$ cat src/rtl/filter_ctrl_pkg.sv
// Shared types and widths for the filter frame controller and the filter modules
// that reuse its position counter.
package filter_ctrl_pkg;

  typedef enum logic {
    IDLE   = 1'b0,
    ACTIVE = 1'b1
  } state_t;

  typedef enum logic [1:0] {
    MODE_BYPASS = 2'd0,
    MODE_BLUR   = 2'd1,
    MODE_EDGE   = 2'd2,
    MODE_THRESH = 2'd3
  } mode_t;

  localparam int FRAME_CNT_W = 16;
  localparam int DROP_CNT_W  = 16;

  // Width of a coordinate for a dimension of n; a 1-pixel dimension still gets one bit.
  function automatic int pos_w(input int n);
    return (n > 1) ? $clog2(n) : 1;
  endfunction

endpackage

$ cat src/rtl/frame_position_counter.sv
// Raster x/y tracker. restart rewinds to (0,0); restart together with advance
// lands on the position that follows (0,0).
module frame_position_counter
  import filter_ctrl_pkg::*;
#(
  parameter int W = 640,
  parameter int H = 480
) (
  input  logic                  clk,
  input  logic                  reset,
  input  logic                  advance,
  input  logic                  restart,
  output logic [pos_w(W)-1:0]   x,
  output logic [pos_w(H)-1:0]   y,
  output logic                  last
);
  localparam int XW = pos_w(W);
  localparam int YW = pos_w(H);

  logic [XW-1:0] base_x, x_nx;
  logic [YW-1:0] base_y, y_nx;

  always_comb begin
    base_x = restart ? '0 : x;
    base_y = restart ? '0 : y;
    x_nx   = base_x;
    y_nx   = base_y;
    if (advance) begin
      if (base_x == XW'(W - 1)) begin
        x_nx = '0;
        y_nx = (base_y == YW'(H - 1)) ? '0 : base_y + 1'b1;
      end else begin
        x_nx = base_x + 1'b1;
      end
    end
  end

  always_ff @(posedge clk) begin
    if (reset) begin
      x <= '0;
      y <= '0;
    end else if (advance || restart) begin
      x <= x_nx;
      y <= y_nx;
    end
  end

  assign last = (x == XW'(W - 1)) && (y == YW'(H - 1));

endmodule

$ cat src/rtl/filter_frame_controller.sv
// Frame sequencer in front of the filter bank: sof lock, x/y tracking, border
// flagging, per-frame mode latch and frame/resync/drop reporting.
module filter_frame_controller
  import filter_ctrl_pkg::*;
#(
  parameter int DATA_WIDTH = 8,
  parameter int IMG_WIDTH  = 640,
  parameter int IMG_HEIGHT = 480
) (
  input  logic                          clk,
  input  logic                          reset,
  input  mode_t                         mode_req,
  input  logic [DATA_WIDTH-1:0]         src_data,
  input  logic                          src_valid,
  input  logic                          src_sof,
  output logic                          src_ready,
  output logic [DATA_WIDTH-1:0]         flt_data,
  output logic                          flt_valid,
  input  logic                          flt_ready,
  output logic [pos_w(IMG_WIDTH)-1:0]   flt_x,
  output logic [pos_w(IMG_HEIGHT)-1:0]  flt_y,
  output logic                          flt_border,
  output mode_t                         active_mode,
  output logic                          frame_done,
  output logic                          sync_err,
  output logic [FRAME_CNT_W-1:0]        frame_count,
  output logic [DROP_CNT_W-1:0]         drop_count
);
  localparam int XW = pos_w(IMG_WIDTH);
  localparam int YW = pos_w(IMG_HEIGHT);

  state_t        state, state_nx;
  logic [XW-1:0] cnt_x;
  logic [YW-1:0] cnt_y;
  logic          cnt_last;
  logic          flt_xfer, sof_xfer, eof_p0, resync_p0, drop_p0;

  function automatic logic [DROP_CNT_W-1:0] sat_inc(input logic [DROP_CNT_W-1:0] v);
    return (v == '1) ? v : v + 1'b1;
  endfunction

  always_comb begin
    src_ready = 1'b1;
    flt_valid = 1'b0;
    state_nx  = state;
    case (state)
      IDLE: begin
        src_ready = src_sof ? flt_ready : 1'b1;
        flt_valid = src_valid & src_sof;
      end
      ACTIVE: begin
        src_ready = flt_ready;
        flt_valid = src_valid;
      end
      default: ;
    endcase
    flt_xfer  = flt_valid & flt_ready;
    sof_xfer  = flt_xfer & src_sof;
    // sof outranks end-of-frame, so a sof on the last pixel is a resync
    eof_p0    = flt_xfer & ~src_sof & (state == ACTIVE) & cnt_last;
    resync_p0 = sof_xfer & (state == ACTIVE) & ((cnt_x != '0) | (cnt_y != '0));
    drop_p0   = (state == IDLE) & src_valid & ~src_sof;
    if (sof_xfer)    state_nx = ACTIVE;
    else if (eof_p0) state_nx = IDLE;
  end

  frame_position_counter #(
    .W (IMG_WIDTH),
    .H (IMG_HEIGHT)
  ) u_pos (
    .clk     (clk),
    .reset   (reset),
    .advance (flt_xfer),
    .restart (sof_xfer),
    .x       (cnt_x),
    .y       (cnt_y),
    .last    (cnt_last)
  );

  assign flt_data   = src_data;
  assign flt_x      = src_sof ? '0 : cnt_x;
  assign flt_y      = src_sof ? '0 : cnt_y;
  assign flt_border = (flt_x == '0) || (flt_x == XW'(IMG_WIDTH - 1)) ||
                      (flt_y == '0) || (flt_y == YW'(IMG_HEIGHT - 1));

  // Stage p0 -> p1: event pulses and counters register one cycle after the transfer
  always_ff @(posedge clk) begin
    if (reset) begin
      state       <= IDLE;
      active_mode <= MODE_BYPASS;
      frame_done  <= 1'b0;
      sync_err    <= 1'b0;
      frame_count <= '0;
      drop_count  <= '0;
    end else begin
      state      <= state_nx;
      frame_done <= eof_p0;
      sync_err   <= resync_p0;
      if (sof_xfer) active_mode <= mode_req;
      if (eof_p0)   frame_count <= frame_count + 1'b1;
      if (drop_p0)  drop_count  <= sat_inc(drop_count);
    end
  end

endmodule

$ cat config.mk
export PLATFORM = sky130hd
export DESIGN_NAME = filter_frame_controller
export DESIGN_NICKNAME = d
export VERILOG_FILES = /design/src/rtl/filter_ctrl_pkg.sv /design/src/rtl/frame_position_counter.sv /design/src/rtl/filter_frame_controller.sv
export SDC_FILE = /design/constraint.sdc
export NUM_CORES = 1
export LEC_CHECK = 0
export BUFFER_PORTS_ARGS = -buffer_cell sky130_fd_sc_hd__buf_4
export CAP_MARGIN = 20
export CORE_ASPECT_RATIO = 2
export CORE_MARGIN = 2
export CORE_UTILIZATION = 45
export DETAILED_ROUTE_END_ITERATION = 7
export GPL_TIMING_DRIVEN = 0
export PLACE_DENSITY = 0.7
export SLEW_MARGIN = 10
export SYNTH_ARGS = -nofsm -noshare
export SYNTH_HDL_FRONTEND = slang
export SYNTH_SLANG_ARGS = --single-unit
$ cat constraint.sdc
create_clock -name clk -period 5.9 [get_ports clk]
set_input_delay 0.295 -clock clk [delete_from_list [all_inputs] [get_ports clk]]
set_output_delay 0.295 -clock clk [all_outputs]
set_load 0.01 [all_outputs]
==> flow_summary.json, run 1 <==
{
  "fill_cells": 670,
  "worstMarginPinSlew_ns": 0.850,
  "postCtsSetupBuffers": 0,
  "postCtsHoldBufs": 0,
  "layout.cells.non_filler": 568,
  "wl_per_cell_um": 14.7,
  "synth_nets": 417,
  "core_um2": 6830,
  "dp_cells": 560,
  "setup_ws_ns": 2.88,
  "cp_data_required_time_ns": 6.13,
  "port_buffers": 71,
  "finalWeightedCongestion": 0.843,
  "rsz0062_at_grt": "false",
  "drcViolationCount": 0,
  "final_layout_size_suffix_gt1_frac": 0.211,
  "critPathArrivalTime_ns": 3.25,
  "fmax_mhz": 332,
  "wl_met2_um": 4040,
  "timing.max_cap.violations": 0,
  "hold_depth": 3,
  "htree_num_levels": 2,
  "viasPerCell": 5.65,
  "antenna_found_initial": 0,
  "skew_ns": 0.00766,
  "die_y_um": 122,
  "finalCritPeriodShare": 0.511,
  "crit_path_start_kind": "input pin",
  "drt-met1-wl_um": 3620,
  "pre_cts_ws_ns": 2.62,
  "ctsRootBufferMaster": "clkbuf_16",
  "wl_um": 8330,
  "hpwl_um": 5950,
  "maxSlewViolCount": 0,
  "clock_path_buffers": 2,
  "yosysMostFrequentCell": "dfxtp_1",
  "seq_area_um2": 1120,
  "path_class": "input pin to flip-flop",
  "top_layer": "met4",
  "period_needed_ns": 3.02,
  "maxSlewHeadroom": 0.431,
  "grt_pass1_vias": 2898,
  "yosys_warnings": 0,
  "grt.total_usage": 0.215,
  "vias": 3208,
  "r2r_slack_ns": 3.11,
  "synth_flop_cell": "dfxtp_1",
  "synth.distinct_cells": 52,
  "finalSetupViolCount": 0,
  "hp-class": "input pin to flip-flop",
  "multi_input_area_um2": 1830,
  "grt_start_max_net_pins": 19,
  "syn2layout_area_growth_pct": 25.2,
  "num_io_pins": 81,
  "total_power_mw": 0.740,
  "cts_buffers": 5,
  "ff2ff_path_depth": 6,
  "ir_drop_v": 0.000166,
  "finalHoldViolCount": 0,
  "synth_top_area_cell": "dfxtp_1",
  "cts_resized": 0,
  "synth_top_area_frac": 0.357,
  "grt_overflow": 0,
  "wl_met3_um": 459,
  "leakagePower_nw": 1.47,
  "setup_tns_ns": 0,
  "antenna_cells": 0,
  "path_clk_slew_ns": 0.08,
  "postLayoutCoreUtil": 0.576,
  "avgSynthCellArea_um2": 7.88,
  "synth_seq_cells": 56,
  "die-area_um2": 7710,
  "end_kind": "flip-flop",
  "start_util": 0.460,
  "synthTopCellsByCount": "56 x dfxtp_1, 41 x nor2_1, 37 x nand2_1, 24 x nor2b_1, 23 x nand3_1",
  "crit_fanout": 10,
  "final_nets": 495,
  "grt_first_pass_wirelength_um": 13400,
  "netlist_area_um2": 3140,
  "drtIter0Drc": 275,
  "ant_nets": 0,
  "dr.pass1.iters": 7,
  "fp-row-count": 43,
  "synthCells": 399,
  "status": "completed",
  "async_flop_share": 0,
  "die_w_um": 63.1,
  "numClockSinks": 56,
  "insertion_delay_ns": 0.30,
  "synth_area_leaders": "dfxtp_1 36%, nor2_1 4.9%, nor2b_1 4.8%",
  "power_density_nw_per_um2": 188,
  "synth_edf_count": 0,
  "ys_seq_area_frac": 0.357,
  "cts_tree": "yes"
}
[sequential cells by signal (all words and copies together), names as in the netlist]
name and flops:
drop_count 16, u_pos.y 9, active_mode 2, frame_done 1, u_pos.x 10, frame_count 16, state 1, sync_err 1
[where the power goes]
part | internal (mW) | switching, mW | leakage, nW
logic | 0.0210 | 0.0322 | 0.949
clock network | 0.159 | 0.146 | 0.0702
registers | 0.380 | 0.00284 | 0.451
[kinds of logic (layout without fill, tap and decap cells)]
family                     after synthesis  in the layout  share of synthesized area
adders and majority gates                3              3                     0.0119
DFF                                     56             56                      0.357
muxes                                    7              7                     0.0243
and+or+nand+nor                        208            208                      0.361
buffers and inverters                   39            118                     0.0613
AOI/OAI and AO/OA                       63             63                      0.121
xor gates and xnor gates                23             23                     0.0641
[through the flow]
stage                     hold slack (ns)  instance area (um2)
after global routing                0.257                 3940
after CTS                           0.244                 3940
after global placement              0.445                 3790
after detailed placement            0.452                 3790
final                               0.247                 3940
after floorplan                     0.431                 3140
[placed cells by master (no fill, tap or decap), drive strengths merged, types with 5 or more instances in the layout]
cell type / n
a21oi: 22
o31ai: 5
nand2: 37
and3: 7
nor2: 41
and4: 5
xnor2: 11
clkbuf: 27
xor2: 12
o21ai: 18
dfxtp: 56
or4: 6
nor3: 13
mux2i: 5
buf: 83
inv: 6
nor2b: 24
nand3: 23
or3: 11
nor4: 15
nand4: 11
[worst paths after layout]
check	start	to
setup / recovery	flt_ready	u_pos.y[5]
hold reg to reg	active_mode[1]	active_mode[1]
hold / removal	mode_req[1]	active_mode[1]
setup reg to reg	u_pos.x[3]	u_pos.y[5]
[layer usage]
layer	vias to the layer above	track usage
li1	1575	-
met5	-	0
met2	122	0.368
met1	1494	0.263
met3	17	0.0376
met4	0	0.0944
[worst max-delay path, stage by stage]
cell and delay (ns):
buf_4 0.13, and3_1 0.23, clkbuf_1 0.28, nor2b_1 0.19, ha_1 0.24, nand3_1 0.15
nor4_2 0.68, nand2_1 0.26, or4b_2 0.65, a21oi_1 0.15
[final cells by class]
cell class,count,area share
inverters,5,0.00477
clock inverters,3,0.00540
flip-flops and latches,56,0.285
multi-input cells,304,0.465
repair buffers,71,0.135
clock buffers,5,0.0318
plain buffers,34,0.0442
well taps,90,0.0286
Power figures use the tool's default switching activity.
==> run 2: changes to the inputs <==
--- a/config.mk
+++ b/config.mk
@@ -5,6 +5,7 @@
 export SDC_FILE = /design/constraint.sdc
 export NUM_CORES = 1
 export LEC_CHECK = 0
+export ABC_AREA = 1
 export BUFFER_PORTS_ARGS = -buffer_cell sky130_fd_sc_hd__buf_4
 export CAP_MARGIN = 20
 export CORE_ASPECT_RATIO = 2
@@ -12,7 +13,7 @@
 export CORE_UTILIZATION = 45
 export DETAILED_ROUTE_END_ITERATION = 7
 export GPL_TIMING_DRIVEN = 0
-export PLACE_DENSITY = 0.7
+export PLACE_DENSITY = 0.69
 export SLEW_MARGIN = 10
 export SYNTH_ARGS = -nofsm -noshare
 export SYNTH_HDL_FRONTEND = slang
==> constraint.sdc (replaced) <==
create_clock -name clk -period 3.05 [get_ports clk]
set_input_delay 0.1525 -clock clk [delete_from_list [all_inputs] [get_ports clk]]
set_output_delay 0.1525 -clock clk [all_outputs]
set_load 0.01 [all_outputs]
==> run 2 against run 1 <==
Compared with the run above: first-iteration DRC count fell by 6.9%; flip-flop and latch count unchanged; sequential share of layout area down 1.8 points; worst setup slack lost 2.3 ns; sequential power is 93% higher; critical path depth grew 6; final cell count rose by 24%; wire length rose by 16%; utilization shrank 0.21 points; highest routed layer unchanged.
==> flow_summary.json, run 2 <==
{
  "synth_area_leaders": "dfxtp_1 33%, nand2_1 15%, nor2_1 7.4%",
  "finalCritPeriodShare": 0.815,
  "intPower_mw": 1.10,
  "cp.buffers_inverters": 5,
  "htree_num_levels": 2,
  "clock_path_buffers": 2,
  "insertion_delay_ns": 0.29,
  "p_sw_mw": 0.325,
  "die_w_um": 65.5,
  "synthCells": 531,
  "drcViolationCount": 0,
  "cp_data_required_time_ns": 3.21,
  "postCtsHoldBufs": 0,
  "leakagePower_nw": 1.76,
  "vias": 3728,
  "timing.max_cap.violations": 0,
  "end_kind": "flip-flop",
  "grt_start_max_net_pins": 16,
  "viasPerCell": 5.31,
  "finalSetupViolCount": 0,
  "ff2ff_path_depth": 16,
  "status": "completed",
  "skew_ns": 0.00448,
  "synth_top_area_frac": 0.329,
  "r2r_slack_ns": 0.56,
  "wl_um": 9700,
  "async_flop_share": 0,
  "finalWeightedCongestion": 0.933,
  "power_density_nw_per_um2": 339,
  "maxSlewHeadroom": 0.597,
  "postCtsSetupBuffers": 0,
  "synth.distinct_cells": 35,
  "pwr-share-clk": 0.411,
  "crit_path_start_kind": "flip-flop",
  "cts_tree": "yes",
  "num_io_pins": 81,
  "final_nets": 627,
  "hold_slack_ns": 0.109,
  "antenna_found_initial": 0,
  "switching_share": 0.228,
  "ant_nets": 0,
  "crit_slowest_cell": "dfxtp_1",
  "cpPeakStageDelay_ns": 0.37,
  "fp-row-count": 44,
  "cts_buffers": 5,
  "period_needed_ns": 2.49,
  "synth_flop_cell": "dfxtp_1",
  "ir_drop_v": 0.000176,
  "cts_resized": 0,
  "grt_first_pass_wirelength_um": 15800,
  "grt_pass1_vias": 3547,
  "setup_tns_ns": 0,
  "hold_depth": 3,
  "worstMarginPinSlew_ns": 0.604,
  "ys_seq_area_frac": 0.329,
  "numClockSinks": 56,
  "synth_top_area_cell": "dfxtp_1",
  "syn2layout_area_growth_pct": 23.3,
  "finalHoldViolCount": 0,
  "start_util": 0.465,
  "port_buffers": 71,
  "final_layout_size_suffix_gt1_frac": 0.190,
  "maxSlewViolCount": 0,
  "path_class": "flip-flop to flip-flop",
  "layout_commonest_cell": "nand2_1",
  "hpwl_um": 7630,
  "grt.total_usage": 0.239,
  "mostFrequentLayoutCells": "132 x nand2_1, 79 x buf_4, 67 x nor2_1",
  "worstHoldStart": "mode_req[1]",
  "crit_cells": 16,
  "synth_seq_cells": 56,
  "critPathArrivalTime_ns": 2.65,
  "core_um2": 7320,
  "yosys_warnings": 0,
  "stdcell_area_um2": 4200,
  "antenna_cells": 0,
  "crit_chain": "inv_1 -> nand2_4 -> nand4_4 -> buf_6 -> buf_2 -> nand2_1 -> inv_1 -> ha_1 -> nand3_1 -> nor2_4 -> nand3_2 -> buf_6 -> nand2_4 -> nand2_2 -> nand3_1 -> a21oi_1",
  "ctsRootBufferMaster": "clkbuf_16",
  "dr.pass1.iters": 5,
  "pwr-share-comb": 0.071,
  "synthTopCellsByCount": "132 x nand2_1, 67 x nor2_1, 61 x inv_1, 56 x dfxtp_1, 48 x a21oi_1",
  "wl_per_cell_um": 13.8,
  "crit_fanout": 10,
  "yosysMostFrequentCell": "nand2_1",
  "timing.rr.end": "u_pos.y[2]",
  "drtIter0Drc": 256,
  "die-area_um2": 8330,
  "top_regs": "drop_count x16, frame_count x16, u_pos.x x10",
  "reg2reg_from": "state",
  "fmax_mhz": 402,
  "netlist_area_um2": 3410,
  "min_to": "active_mode[1]",
  "avgSynthCellArea_um2": 6.42,
  "rsz0062_at_grt": "false",
  "crit_family": "simple AND/OR/NAND/NOR gates",
  "seqPwrFrac": 0.518,
  "grt_overflow": 0,
  "die_y_um": 127,
  "hp-class": "input pin to flip-flop",
  "placed_cell_area_um2": 4060,
  "synth_edf_count": 0,
  "path_clk_slew_ns": 0.07,
  "synth_nets": 549
}
run 2: cell types whose count changed after synthesis, sizes merged, moves of 11 or more:
cell,previous run,this run
nand2,37,137
inv,5,69
nor2,41,69
a21oi,22,48
nor2b,24,0
clkbuf,22,7
or3,11,0
run 2: worst max path at each step:
stage                            end  startpoint
after floorplan           u_pos.y[3]       state
after global placement    u_pos.x[5]       state
after detailed placement  u_pos.y[8]       state
after CTS                 u_pos.y[8]       state
after global routing      u_pos.y[3]       state
final                     u_pos.y[2]       state
run 2: kinds of logic after synthesis:
logic type,after synthesis,share of synthesized area
simple gates,281,0.368
buf+inv,94,0.122
compound gates,79,0.124
flops,56,0.329
xor+xnor,18,0.0463
fa+ha+maj,3,0.0110
run 2: power by group through the flow:
| stage | clock network, mW | logic (mW) | registers, mW |
|---|---|---|---|
| 3_5_place_dp | 0 | 0.102 | 0.756 |
| 3_3_place_gp | 0 | 0.101 | 0.756 |
| 4_1_cts | 0.602 | 0.102 | 0.738 |
| 5_1_grt | 0.622 | 0.112 | 0.739 |
| 6_report | 0.586 | 0.102 | 0.739 |
| 2_1_floorplan | 0 | 0.0597 | 0.755 |
run 2: routing by layer:
metal	vias up	track usage	share of wire
met5	-	0	0
met4	0	0.161	0.047
met3	35	0.0396	0.047
met2	145	0.448	0.55
met1	1671	0.228	0.35
li1	1877	-	-
run 2: through the flow:
step | total power, mW | std cells | util | worst slack (ns)
finish | 1.43 | 702 | 0.574 | 0.563
global route | 1.47 | 702 | 0.574 | 0.337
CTS | 1.44 | 702 | 0.574 | 0.548
detailed placement | 0.857 | 694 | 0.554 | 0.570
global placement | 0.856 | 694 | 0.554 | 0.586
floorplan | 0.815 | 531 | - | 1.01
run 2: tightest hold or removal path, delay by kind of cell:
| kind | cells | cell delay [ns] |
|---|---|---|
| buf+inv | 1 | 0.07 |
| simple gates | 1 | 0.04 |
| compound gates | 1 | 0.10 |
run 2: cell type report:
cell class                      instances  area [um2]
Timing Repair Buffer                   71         533
Inverter                               69         259
Tap cell                               92         115
Multi-Input combinational cell        381        1870
Clock buffer                            8         146
Fill cell                             764        3120
Sequential cell                        56        1120
Buffer                                 25         155
==> run 3: changes to the inputs <==
==> constraint.sdc (replaced) <==
create_clock -name clk -period 2.3 [get_ports clk]
set_input_delay 0.115 -clock clk [delete_from_list [all_inputs] [get_ports clk]]
set_output_delay 0.115 -clock clk [all_outputs]
set_load 0.01 [all_outputs]
==> run 3 against run 2 <==
Compared with the run above: worst setup slack worse by 0.39 ns; total power is 33% higher; clock power is 33% higher; clock skew hardly changed; global-route usage is 0.072 points higher; combinational power is 36% higher; critical path type unchanged; critical endpoint is now u_pos.y[8]; largest power group unchanged; highest routed layer unchanged.
==> flow_summary.json, run 3 (synthesized netlist as in run 2, its figures left out) <==
{
  "cpPeakStageDelay_ns": 0.35,
  "postCtsHoldBufs": 0,
  "status": "completed",
  "crit_path_start": "state",
  "cp.buffers_inverters": 5,
  "clock_path_buffers": 2,
  "setup_ws_ns": 0.170,
  "wl_per_cell_um": 13.8,
  "ant_nets": 0,
  "syn2layout_area_growth_pct": 24.9,
  "top_layer": "met4",
  "power_density_nw_per_um2": 446,
  "hp-class": "input pin to flip-flop",
  "finalSetupViolCount": 0,
  "mostFrequentLayoutCells": "132 x nand2_1, 83 x buf_4, 67 x nor2_1",
  "viasPerCell": 5.34,
  "crit_slowest_cell": "dfxtp_2",
  "finalCritPeriodShare": 0.926,
  "end_kind": "flip-flop",
  "final_layout_size_suffix_gt1_frac": 0.200,
  "antenna_found_initial": 0,
  "crit_path_start_kind": "flip-flop",
  "antenna_cells": 0,
  "vias": 3770,
  "finalHoldViolCount": 0,
  "die_w_um": 65.5,
  "numClockSinks": 56,
  "hpwl_um": 7630,
  "drtIter0Drc": 240,
  "maxSlewViolCount": 0,
  "crit_chain": "inv_1 -> nand2_4 -> nand4_4 -> buf_8 -> buf_8 -> nand2_1 -> inv_1 -> ha_2 -> nand3_2 -> nor2_4 -> nand3_2 -> buf_6 -> nand2_4 -> nand2_2 -> nand3_1 -> a21oi_1",
  "start_util": 0.465,
  "timing.max_cap.violations": 0,
  "grt_first_pass_wirelength_um": 15800,
  "ir_drop_v": 0.000234,
  "top_regs": "drop_count x16, frame_count x16, u_pos.x x10",
  "drcViolationCount": 0,
  "period_needed_ns": 2.13,
  "fmax_mhz": 469,
  "grt_start_max_net_pins": 16,
  "crit_fanout": 10,
  "wl_met2_um": 5390,
  "htree_num_levels": 2,
  "reg2reg_from": "state",
  "cts_tree": "yes",
  "critPathArrivalTime_ns": 2.29,
  "rsz0062_at_grt": "false",
  "cts_buffers": 5,
  "postLayoutCoreUtil": 0.581,
  "dp_cells": 694,
  "skew_ns": 0.00498,
  "grt.total_usage": 0.240,
  "path_clk_slew_ns": 0.07,
  "path_class": "flip-flop to flip-flop",
  "ctsRootBufferMaster": "clkbuf_16",
  "die_y_um": 127,
  "fp-row-count": 44,
  "crit_family": "simple AND/OR/NAND/NOR gates",
  "dr.pass1.iters": 5,
  "die-area_um2": 8330,
  "cp_data_required_time_ns": 2.46,
  "core_um2": 7320,
  "fill_cells": 761,
  "port_buffers": 71,
  "maxSlewHeadroom": 0.589,
  "drt-met1-wl_um": 3370,
  "grt_pass1_vias": 3571,
  "setup_tns_ns": 0,
  "wl_met3_um": 488,
  "leakagePower_nw": 1.78,
  "pre_cts_ws_ns": -0.180,
  "num_io_pins": 81,
  "layout_commonest_cell": "nand2_1",
  "final_nets": 631,
  "worstMarginPinSlew_ns": 0.617,
  "finalWeightedCongestion": 0.933,
  "worstHoldStart": "mode_req[1]",
  "insertion_delay_ns": 0.29,
  "layout.cells.non_filler": 706,
  "wl_um": 9750,
  "grt_overflow": 0
}
-- run 3: what timing repair did --
| action | in CTS | in global routing |
|---|---|---|
| buffers inserted | 1 | 3 |
| gates resized for setup | 3 | 5 |
| pin swaps | 1 | 1 |
| endpoints found under the setup margin | 15 | 14 |
-- run 3: where the power goes --
part	switching [mW]	leakage, nW	internal (mW)
clock network	0.345	0.0712	0.436
registers	0.00571	0.452	0.974
logic	0.0835	1.26	0.0551
total	0.435	1.78	1.46
-- run 3: per-layer routing --
layer / up-vias / track usage
li1: 1886 / -
met4: 0 / 0.168
met5: - / 0
met1: 1699 / 0.226
met3: 37 / 0.0387
met2: 148 / 0.449
-- run 3: final timing paths --
path,endpoint,slack [ns],cells after the start
max,u_pos.y[8],0.17,16
min,active_mode[1],0.07,3
max reg2reg,u_pos.y[8],0.17,16
min reg2reg,active_mode[1],0.47,2
-- run 3: through the flow --
stage               cell area [um2]  total power [mW]  hold WS (ns)
global placement               4060              1.14         0.371
CTS                            4220              1.91        0.0698
finish                         4260              1.90        0.0709
global route                   4260              1.96        0.0901
detailed placement             4060              1.14         0.380
floorplan                      3410              1.08         0.259
-- run 3: layout make-up --
cell class,instances,area (um2),area share
well taps,92,115,0.0271
repair buffers,75,563,0.132
clock buffers,8,146,0.0344
plain buffers,25,169,0.0397
inverters,69,259,0.0609
multi-input cells,381,1880,0.442
flip-flops and latches,56,1120,0.264
-- run 3: worst reg2reg max path, cell delays in order, from the launching register on --
cell and delay, ns:
dfxtp_2 0.35, inv_1 0.10, nand2_4 0.07, nand4_4 0.08
buf_8 0.11, buf_8 0.13, nand2_1 0.05, inv_1 0.06
ha_2 0.19, nand3_2 0.12, nor2_4 0.17, nand3_2 0.09
buf_6 0.16, nand2_4 0.09, nand2_2 0.08, nand3_1 0.09
a21oi_1 0.06
